### src/rtl/universal_shift_register.sv
// -----------------------------------------------------------------------------
// universal_shift_register
//
// Multi-cycle universal shift register. An operation is requested with Start
// while idle. Load, hold and zero-length shifts finish immediately (Done pulses
// on the next cycle). Shift/rotate operations run one 1-bit step per enabled
// clock until the latched Amount is used up.
//
// Ports
//   Clock         : single clock, rising edge
//   Clear         : synchronous active-high reset, overrides everything
//   Start         : operation request, only looked at while idle
//   Mode[2:0]     : 000 hold, 001 load, 010 shl, 011 lsr, 100 rol,
//                   101 ror, 110 asr, 111 hold (reserved)
//   Amount        : number of 1-bit steps, latched at Start
//   D             : parallel load data
//   SerialInLeft  : MSB fill for logical shift right
//   SerialInRight : LSB fill for shift left
//   Enable        : step enable while shifting (low = stall)
//   Q / QBar      : register contents and its complement
//   SerialOut     : last bit shifted out (registered)
//   Busy          : high while a shift/rotate is in progress
//   Done          : one-cycle completion pulse
// -----------------------------------------------------------------------------
module universal_shift_register #(
  parameter int WIDTH = 8,
  parameter int AMT_W = 4
) (
  input  logic             Clock,
  input  logic             Clear,
  input  logic             Start,
  input  logic [2:0]       Mode,
  input  logic [AMT_W-1:0] Amount,
  input  logic [WIDTH-1:0] D,
  input  logic             SerialInLeft,
  input  logic             SerialInRight,
  input  logic             Enable,
  output logic [WIDTH-1:0] Q,
  output logic [WIDTH-1:0] QBar,
  output logic             SerialOut,
  output logic             Busy,
  output logic             Done
);

  localparam logic [2:0] MODE_LOAD = 3'b001;
  localparam logic [2:0] MODE_SHL  = 3'b010;
  localparam logic [2:0] MODE_LSR  = 3'b011;
  localparam logic [2:0] MODE_ROL  = 3'b100;
  localparam logic [2:0] MODE_ROR  = 3'b101;
  localparam logic [2:0] MODE_ASR  = 3'b110;

  typedef enum logic {
    ST_IDLE  = 1'b0,
    ST_SHIFT = 1'b1
  } state_t;

  state_t           r_state, w_state_next;
  logic [WIDTH-1:0] r_q, w_q_next;
  logic [AMT_W-1:0] r_count, w_count_next;
  logic [2:0]       r_mode, w_mode_next;
  logic             r_sout, w_sout_next;
  logic             r_done, w_done_next;

  logic [WIDTH-1:0] w_step_q;
  logic             w_step_out;
  logic             w_shift_mode;

  // Modes 010..110 are the multi-cycle shift/rotate operations.
  assign w_shift_mode = (Mode >= MODE_SHL) && (Mode <= MODE_ASR);

  // One 1-bit step of the latched operation, plus the bit that leaves Q.
  always_comb begin
    w_step_q   = r_q;
    w_step_out = r_sout;
    case (r_mode)
      MODE_SHL: begin
        w_step_q   = {r_q[WIDTH-2:0], SerialInRight};
        w_step_out = r_q[WIDTH-1];
      end
      MODE_LSR: begin
        w_step_q   = {SerialInLeft, r_q[WIDTH-1:1]};
        w_step_out = r_q[0];
      end
      MODE_ROL: begin
        w_step_q   = {r_q[WIDTH-2:0], r_q[WIDTH-1]};
        w_step_out = r_q[WIDTH-1];
      end
      MODE_ROR: begin
        w_step_q   = {r_q[0], r_q[WIDTH-1:1]};
        w_step_out = r_q[0];
      end
      MODE_ASR: begin
        w_step_q   = {r_q[WIDTH-1], r_q[WIDTH-1:1]};
        w_step_out = r_q[0];
      end
      default: begin
        w_step_q   = r_q;
        w_step_out = r_sout;
      end
    endcase
  end

  // Next-state logic.
  always_comb begin
    w_state_next = r_state;
    w_q_next     = r_q;
    w_count_next = r_count;
    w_mode_next  = r_mode;
    w_sout_next  = r_sout;
    w_done_next  = 1'b0;
    case (r_state)
      ST_IDLE: begin
        if (Start) begin
          if (Mode == MODE_LOAD) begin
            w_q_next    = D;
            w_done_next = 1'b1;
          end else if (w_shift_mode && (Amount != '0)) begin
            w_mode_next  = Mode;
            w_count_next = Amount;
            w_state_next = ST_SHIFT;
          end else begin
            // hold, reserved or a zero-length shift: nothing to do but report
            w_done_next = 1'b1;
          end
        end
      end
      ST_SHIFT: begin
        if (Enable) begin
          w_q_next     = w_step_q;
          w_sout_next  = w_step_out;
          w_count_next = r_count - AMT_W'(1);
          if (r_count == AMT_W'(1)) begin
            w_state_next = ST_IDLE;
            w_done_next  = 1'b1;
          end
        end
      end
      default: w_state_next = ST_IDLE;
    endcase
  end

  always_ff @(posedge Clock) begin
    if (Clear) begin
      r_state <= ST_IDLE;
      r_q     <= '0;
      r_count <= '0;
      r_mode  <= '0;
      r_sout  <= 1'b0;
      r_done  <= 1'b0;
    end else begin
      r_state <= w_state_next;
      r_q     <= w_q_next;
      r_count <= w_count_next;
      r_mode  <= w_mode_next;
      r_sout  <= w_sout_next;
      r_done  <= w_done_next;
    end
  end

  assign Q         = r_q;
  assign SerialOut = r_sout;
  assign Busy      = (r_state == ST_SHIFT);
  assign Done      = r_done;

  generate
    for (genvar gi = 0; gi < WIDTH; gi++) begin : g_qbar
      assign QBar[gi] = ~r_q[gi];
    end
  endgenerate

endmodule

### config.mk
export PLATFORM = sky130hd
export DESIGN_NAME = universal_shift_register
export DESIGN_NICKNAME = d
export VERILOG_FILES = /design/src/rtl/universal_shift_register.sv
export SDC_FILE = /design/constraint.sdc
export NUM_CORES = 1
export LEC_CHECK = 0
export ABC_CLOCK_PERIOD_IN_PS = 2300
export CORE_MARGIN = 2
export CORE_UTILIZATION = 44
export DETAILED_ROUTE_END_ITERATION = 7
export GPL_TIMING_DRIVEN = 0
export HOLD_SLACK_MARGIN = 0.15
export PLACE_DENSITY = 0.79
export SETUP_SLACK_MARGIN = 0.3
export SKIP_CTS_REPAIR_TIMING = 1
export SLEW_MARGIN = 20
export SYNTH_ARGS = -nofsm -noshare
export SYNTH_HDL_FRONTEND = slang
export SYNTH_SLANG_ARGS = --single-unit
### constraint.sdc
create_clock -name Clock -period 2.3 [get_ports Clock]
set_input_delay 0.46 -clock Clock [delete_from_list [all_inputs] [get_ports Clock]]
set_output_delay 0.46 -clock Clock [all_outputs]
set_load 0.02 [all_outputs]
==> results.toml, run 1 <==
[run_status]
status = "finished clean"

[timing]
finalHoldViolCount = 0
clock.fmax_mhz = 512
relSlewSlack_pct = 67.4
finClkSkew_ns = 0.00555
rsz0062_at_grt = "yes"
timing.final.crit_share_pct = 85.0
fin_tns_setup_ns = 0
setup_slack_ns = 0.346
setup_viol = 0
slew_violations = 0
fin_crit_ns = 1.95
worstMarginPinSlew_ns = 0.489

[drt]
drc = 0
routed-via-count = 1183
drt_wl_total_um = 3010
via_per_inst = 5.69
wl_per_cell_um = 14.5
drt_iter0_drc = 29
first_pass_iters = 4
ant_nets = 0

[pwr]
power_leakage_nw = 0.606
seq_power_share_pct = 46.9
ir_drop_mv = 0.399
pwr-share-comb_pct = 25.5
p_switching_mw = 0.215
p_int_mw = 0.521
power_density_nw_per_um2 = 451
netSwitchingFraction_pct = 29.2
pwr-share-clk_pct = 27.6
power_mw = 0.736

[logic_synthesis]
ys_seq_area_share_pct = 31.7
synthesis.nets = 158
yosysMostFrequentCell = "dfxtp_1"
yosys_warnings = 0
synth_cell_types = 44
synth_ff_type = "dfxtp_1"
synth.area.top_cells = "dfxtp_1, mux2i_1, or4b_2, inv_1, nor2_1"
syn_avg_cell_area_sq_um = 8.42
async_flop_share_pct = 0
synth_area_sq_um = 1140
ys_top_cells_by_count = "dfxtp_1, inv_1, mux2i_1, nor2_1, nand2_1"
synth-seq-cells = 18
synth_top_area_cell = "dfxtp_1"
syn_inst = 135
yosysTopAreaCellShare_pct = 31.7
synth_edf_count = 0

[clock_tree]
cts.sinks = 18
path_clk_slew_ns = 0.11
clk_latency_ns = 0.30
clockBufferDepth = 2
numCtsBuffers = 3
clock-root-buffer = "clkbuf_4"
htreeDepth = 1
cts_tree = "built"

[placed_design]
dpl.hpwl_um = 2290
gp_congestion = 0.855
port-buffer-count = 39
post-place-ws_ns = -0.144
dpl_cell_area_sq_um = 1560

[job]
cap_viol_max_count = 0

[floorplan]
fp.dieW_um = 54.8
start_util_pct = 46.3
die_area_sq_um = 3000
core_area_sq_um = 2450
rows = 18
ioPinCount = 40
die_h_um = 54.8

[critical_path]
end_kind = "flip-flop"
crit_path_start_kind = "input port"
reg2reg_slack_ns = 0.58
cp_max_fo = 8
worst-path-buf-inv = 2
critPathKind = "input port to flip-flop"
cp_cell_sequence = "clkdlybuf4s50_1 -> or4_4 -> and4_4 -> buf_6 -> a2111o_1 -> o41ai_1"
critPathRequiredTime_ns = 2.51
path_delay_family = "simple AND/OR/NAND/NOR gates"
cp_slowest_cell = "or4_4"
cp_slowest_stage_delay_ns = 0.53
cp.arrival_ns = 2.16

[global_route]
grt_max_degree = 11
grt_pass1_wl_um = 4960
antenna_found_initial = 0
grt_usage_pct = 22.9
grt_overflow = 0
grt_pass1_vias = 1056

[worst_hold_path]
hold_class = "flip-flop to flip-flop"

[final_layout]
final_layout_size_suffix_gt1_share_pct = 12.9
antenna_cells = 0
nets = 202
utilization_pct = 66.5
areaGrowthSynthToFinish_pct = 43.6
design_area_sq_um = 1630
[cell usage in the layout (no fill, tap or decap), types with 2 or more instances in the layout]
cell	count
o221ai_1	4
clkdlybuf4s50_1	37
o211ai_1	3
clkbuf_1	3
a22oi_1	2
nand3_1	4
inv_1	13
or4b_2	6
a21o_1	2
mux2i_1	10
nand4_1	5
clkbuf_4	3
ha_1	2
or2_2	2
a211oi_1	2
dlymetal6s2s_1	2
nand2_1	7
and3b_1	3
nand3b_1	2
buf_2	2
clkbuf_2	2
a21oi_1	4
nor2_1	10
o21ai_0	3
dfxtp_1	18
[kinds of logic (layout without fill, tap and decap cells)]
family	Yosys count	count (layout)	share of synthesized area (%)
xor gates and xnor gates	1	1	0.771
buffers and inverters	23	66	8.59
DFF	18	18	31.7
AOI/OAI and AO/OA	32	32	21.5
adders and majority gates	2	2	2.20
muxes	10	10	8.81
and+or+nand+nor	49	49	26.4
[state kept, by name, summed over array words and instances (netlist names)]
signal and flops:
SerialOut 1, Busy 1, Done 1, Q 8, r_mode 3, r_count 4
[per-stage QoR]
step                      hold WS, ns  cells
after global placement          0.500    204
final                           0.527    208
after detailed placement        0.511    204
after floorplan                 0.473    135
after global routing            0.552    208
after CTS                       0.527    208
[power groups by stage]
stage	Combinational [mW]	Sequential, mW	Clock [mW]
finish	0.188	0.345	0.203
detailed placement	0.182	0.351	0
global route	0.210	0.348	0.221
floorplan	0.0990	0.355	0
CTS	0.183	0.344	0.208
global placement	0.179	0.350	0
[area by class of cell]
class,count,area [sq um]
Buffer,9,50.0
Clock buffer,4,36.3
Fill cell,236,823
Inverter,14,52.6
Multi-Input combinational cell,94,699
Sequential cell,18,360
Tap cell,30,37.5
Timing Repair Buffer,39,395
[path summary, 6_finish.rpt]
kind | from | to | depth (start not counted)
max | Amount[2] | r_count[0] | 6
max reg2reg | r_mode[2] | Q[0] | 6
min | r_count[0] | r_count[0] | 1
min reg2reg | r_count[0] | r_count[0] | 1
[worst reg2reg max path, cell delays in order (launching register included)]
cell and delay, ns:
dfxtp_1 0.32, clkbuf_2 0.15, xor2_1 0.17, a21o_1 0.18, buf_2 0.20, a2111oi_1 0.42
o32ai_1 0.16
[routing by layer]
metal  GRT usage, %  vias up  routed length [um]
met5              0        -                   0
met4           5.00        0                  15
met3           3.28        2                 163
met2           36.5       40                1430
met1           32.3      553                1400
li1               -      588                   -
Power figures use the tool's default switching activity.
==> inputs of run 2 (changes only) <==
- ABC_CLOCK_PERIOD_IN_PS: 2300 -> 1700
- CORE_UTILIZATION: 44 -> 40
- PLACE_DENSITY: 0.79 -> 0.76
- clock period: 2.3 -> 1.7 ns (I/O delays scaled with it)
==> run 2 against run 1 <==
Against the previous run:
- die area up 9.3%
- count of clock-buffer cells in the layout unchanged
- final cell count up 7.2%
- clock skew up 0.0067 ns
- highest routed layer unchanged
- critical endpoint is now Q[5]
- first-iteration DRC count up 140%
- setup slack worse by 0.29 ns
- global-route usage down 2.5 points
==> results.toml, run 2 (synthesis results as in run 1) <==
[floorplan]
start_util_pct = 41.6
rows = 19
core_area_sq_um = 2730
die_area_sq_um = 3280
fp.dieW_um = 57.3
ioPinCount = 40
die_h_um = 57.3

[timing]
clock.fmax_mhz = 609
finalHoldViolCount = 0
timing.final.crit_share_pct = 96.6
worstMarginPinSlew_ns = 0.333
setup_viol = 0
worst_hold_slack_ns = 0.369
rsz0062_at_grt = "yes"
fin_crit_ns = 1.64
relSlewSlack_pct = 77.6
finClkSkew_ns = 0.0122
fin_tns_setup_ns = 0
slew_violations = 0

[drt]
routed-via-count = 1334
wl_per_cell_um = 17.1
drt_wl_total_um = 3820
drt_iter0_drc = 69
via_per_inst = 5.98
first_pass_iters = 4
ant_nets = 0
drc = 0

[critical_path]
crit_path_start_kind = "flip-flop"
cp_max_fo = 6
cp.arrival_ns = 1.86
critPathKind = "flip-flop to flip-flop"
critPathRequiredTime_ns = 1.91
end_kind = "flip-flop"

[final_layout]
layout_common_cells = "dlymetal6s2s_1, inv_1, dfxtp_1, clkdlybuf4s50_1, mux2i_1"
final_layout_size_suffix_gt1_share_pct = 31.3
final_common_cell = "dlymetal6s2s_1"
antenna_cells = 0
areaGrowthSynthToFinish_pct = 76.1
largest_reg_flops = 8
utilization_pct = 73.2
fill_cells = 192
nets = 216
multiInputGateArea_sq_um = 806
seqCellArea_sq_um = 374

[global_route]
grt_usage_pct = 20.4
antenna_found_initial = 0
grt_pass1_wl_um = 5260
grt_max_degree = 11
grt_overflow = 0
grt_pass1_vias = 1230

[pwr]
ir_drop_mv = 0.522
power_density_nw_per_um2 = 544
power_mw = 1.09
power_leakage_nw = 0.984

[clock_tree]
cts.sinks = 18
htreeDepth = 1
clockBufferDepth = 2
cts_tree = "built"
numCtsBuffers = 3
clock-root-buffer = "clkbuf_4"
path_clk_slew_ns = 0.12
clk_latency_ns = 0.31

[placed_design]
dpl.hpwl_um = 2400
port-buffer-count = 39
gp_congestion = 0.851

[job]
cap_viol_max_count = 0

[worst_hold_path]
hold_class = "input port to flip-flop"

[run_status]
status = "finished clean"
-- run 2: cell types whose count changed in the layout (fill, tap and decap cells not counted), sizes merged --
cell / previous run / this run
clkdlybuf4s50: 37 / 11
clkbuf: 9 / 5
dlymetal6s2s: 2 / 28
buf: 4 / 22
clkinv: 1 / 0
clkinvlp: 0 / 1
-- run 2: per-stage QoR --
| step | cell area [sq um] | instances | worst slack, ns |
|---|---|---|---|
| CTS | 1700 | 209 | -0.191 |
| global placement | 1660 | 205 | -0.479 |
| floorplan | 1230 | 135 | 0.0243 |
| global route | 2000 | 223 | 0.0242 |
| finish | 2000 | 223 | 0.0582 |
| detailed placement | 1660 | 205 | -0.511 |
-- run 2: routing by layer --
layer	part of all wire, %	GRT usage (%)	up-vias	wire, um
met1	40	23.5	627	1530
met2	49	37.6	70	1890
li1	-	-	619	-
met3	6.7	2.95	18	257
met5	0	0	-	0
met4	3.6	7.97	0	138
-- run 2: cell type report --
class	count	share of cell area (%)
multi-input combinational	94	40.3
timing repair buffer	53	29.8
sequential	18	18.7
buffer	9	4.69
inverter	14	2.81
tap	31	1.94
clock buffer	4	1.81
-- run 2: path summary, 6_finish.rpt --
check	from	to	slack, ns	depth (start not counted)
max	Busy	Q[5]	0.06	7
min	Start	Busy	0.37	3
max reg2reg	Busy	Q[5]	0.06	7
min reg2reg	Q[7]	Q[7]	0.52	2
-- run 2: report_power, final --
| part | switching [mW] | internal, mW | leakage, nW |
|---|---|---|---|
| clock | 0.157 | 0.131 | 0.0210 |
| combinational | 0.156 | 0.173 | 0.813 |
| sequential | 0.0263 | 0.445 | 0.150 |
| total | 0.340 | 0.749 | 0.984 |
-- run 2: worst max-delay path, stage by stage (launching register included) --
cell and delay [ns]:
dfxtp_4 0.39, buf_6 0.11, and2_4 0.13, buf_8 0.09, nand3_4 0.08, or3_1 0.37
buf_6 0.15, o211ai_1 0.22
==> inputs of run 3 (changes only) <==
- GPL_TIMING_DRIVEN: 0 -> unset
==> run 3 against run 2 <==
Against the previous run:
- cell area grew 3.7%
- critical path depth shrank 2
- flip-flop and latch count stayed put
- combinational power grew 8.8%
- global-route usage rose by 1.1 points
- hold slack better by 0.059 ns
- sequential share of layout area fell by 0.42 points
- utilization grew 2.7 points
- first-iteration DRC count shrank 52%
- register-to-register slack gained 0.18 ns
- critical endpoint unchanged
==> results.toml, run 3 (synthesis results as in run 1) <==
[run_status]
status = "finished clean"

[pwr]
ir_drop_mv = 0.474
pwr-share-clk_pct = 22.0
power_leakage_nw = 1.01
netSwitchingFraction_pct = 31.7
p_switching_mw = 0.338
power_density_nw_per_um2 = 515
p_int_mw = 0.729
pwr-share-comb_pct = 33.6
seq_power_share_pct = 44.4

[clock_tree]
clockBufferDepth = 2
htreeDepth = 1
path_clk_slew_ns = 0.11
numCtsBuffers = 3
cts.sinks = 18
clk_latency_ns = 0.30
clock-root-buffer = "clkbuf_4"
cts_tree = "built"

[worst_hold_path]
hp-start = "Mode[1]"
hold_class = "input port to flip-flop"
whs_endpoint = "r_mode[1]"
hold_depth = 3

[timing]
finalHoldViolCount = 0
finClkSkew_ns = 0.00258
fin_crit_ns = 1.46
worstMarginPinSlew_ns = 0.328
fin_tns_setup_ns = 0
slew_violations = 0
timing.final.crit_share_pct = 86.0
relSlewSlack_pct = 78.1
rsz0062_at_grt = "yes"
clock.fmax_mhz = 684
setup_viol = 0

[floorplan]
die_h_um = 57.3
rows = 19
die_area_sq_um = 3280
ioPinCount = 40
core_area_sq_um = 2730
start_util_pct = 41.6
fp.dieW_um = 57.3

[job]
cap_viol_max_count = 0

[final_layout]
antenna_cells = 0
areaGrowthSynthToFinish_pct = 82.6
multiInputGateArea_sq_um = 857
final_layout_size_suffix_gt1_share_pct = 38.2
final_common_cell = "buf_4"
largest_reg_flops = 8
nets = 228
utilization_pct = 75.9
design_area_sq_um = 2070
fill_cells = 176
seqCellArea_sq_um = 379
layout_common_cells = "buf_4, dlymetal6s2s_1, inv_1"

[critical_path]
critPathKind = "flip-flop to flip-flop"
reg2reg_slack_ns = 0.24
cp.arrival_ns = 1.68
ff2ff_path_depth = 5
critPathRequiredTime_ns = 1.92
cp_max_fo = 6
end_kind = "flip-flop"
rr_endpoint = "Q[5]"
crit_path_start_kind = "flip-flop"
rr_startpoint = "Busy"

[drt]
drt_wl_total_um = 4080
via_per_inst = 5.71
first_pass_iters = 4
drt_iter0_drc = 33
drc = 0
wl_per_cell_um = 17.4
ant_nets = 0
routed-via-count = 1341

[global_route]
grt_usage_pct = 21.5
grt_pass1_vias = 1248
grt_pass1_wl_um = 5530
grt_max_degree = 15
antenna_found_initial = 0
grt_overflow = 0

[placed_design]
port-buffer-count = 39
gp_congestion = 0.885
dpl_cell_area_sq_um = 1750
dpl.hpwl_um = 2620
[run 3: changes by cell type in the layout (fill, tap and decap cells not counted), moves of 2 or more]
cell	change
buf_8	-3
dlymetal6s2s_1	-3
clkbuf_2	+3
buf_4	+19
o21ai_1	-2
dfxtp_4	+2
buf_2	-4
o21ai_0	+2
dfxtp_2	-2
[run 3: how the worst max path moves through the flow]
stage	start	cells after the start	slack, ns	to
after floorplan	Amount[3]	5	0.02	r_count[0]
after global placement	Amount[3]	5	-0.31	r_count[0]
after detailed placement	Amount[3]	5	-0.35	r_count[0]
after CTS	Q[7]	1	-0.05	Q[7]
after global routing	r_mode[2]	5	0.16	Q[5]
final	Busy	5	0.24	Q[5]
[run 3: critical path, cell delays in order (launching register included)]
cell	delay, ns
dfxtp_4	0.39
nor2b_4	0.15
nand3_4	0.11
buf_6	0.15
or4b_4	0.47
o211ai_1	0.12
[run 3: area by class of cell]
| class | instances | share of cell area, % |
|---|---|---|
| tap | 31 | 1.87 |
| inverter | 14 | 2.53 |
| multi-input combinational | 95 | 41.3 |
| clock buffer | 4 | 1.27 |
| timing repair buffer | 73 | 34.7 |
| sequential | 18 | 18.3 |
[run 3: power by group through the flow]
stage	Sequential, mW	Combinational [mW]	Clock, mW
2_1_floorplan	0.482	0.155	0
3_3_place_gp	0.484	0.281	0
3_5_place_dp	0.486	0.287	0
4_1_cts	0.476	0.290	0.236
5_1_grt	0.477	0.383	0.259
6_report	0.474	0.359	0.235
[run 3: metrics by stage]
step	total power, mW	std cells	worst slack, ns	hold slack, ns
3_3_place_gp	0.765	218	-0.314	0.515
4_1_cts	1.00	222	-0.0534	0.543
3_5_place_dp	0.773	218	-0.349	0.525
6_report	1.07	235	0.239	0.428
2_1_floorplan	0.637	135	0.0243	0.473
5_1_grt	1.12	235	0.162	0.428
[run 3: layer usage]
layer  routed length, um  GRT usage (%)  up-vias
met5                   0              0        -
li1                    -              -      639
met3                 275           3.63        8
met1                1570           24.8      631
met4                  60           7.31        0
met2                2180           39.9       63
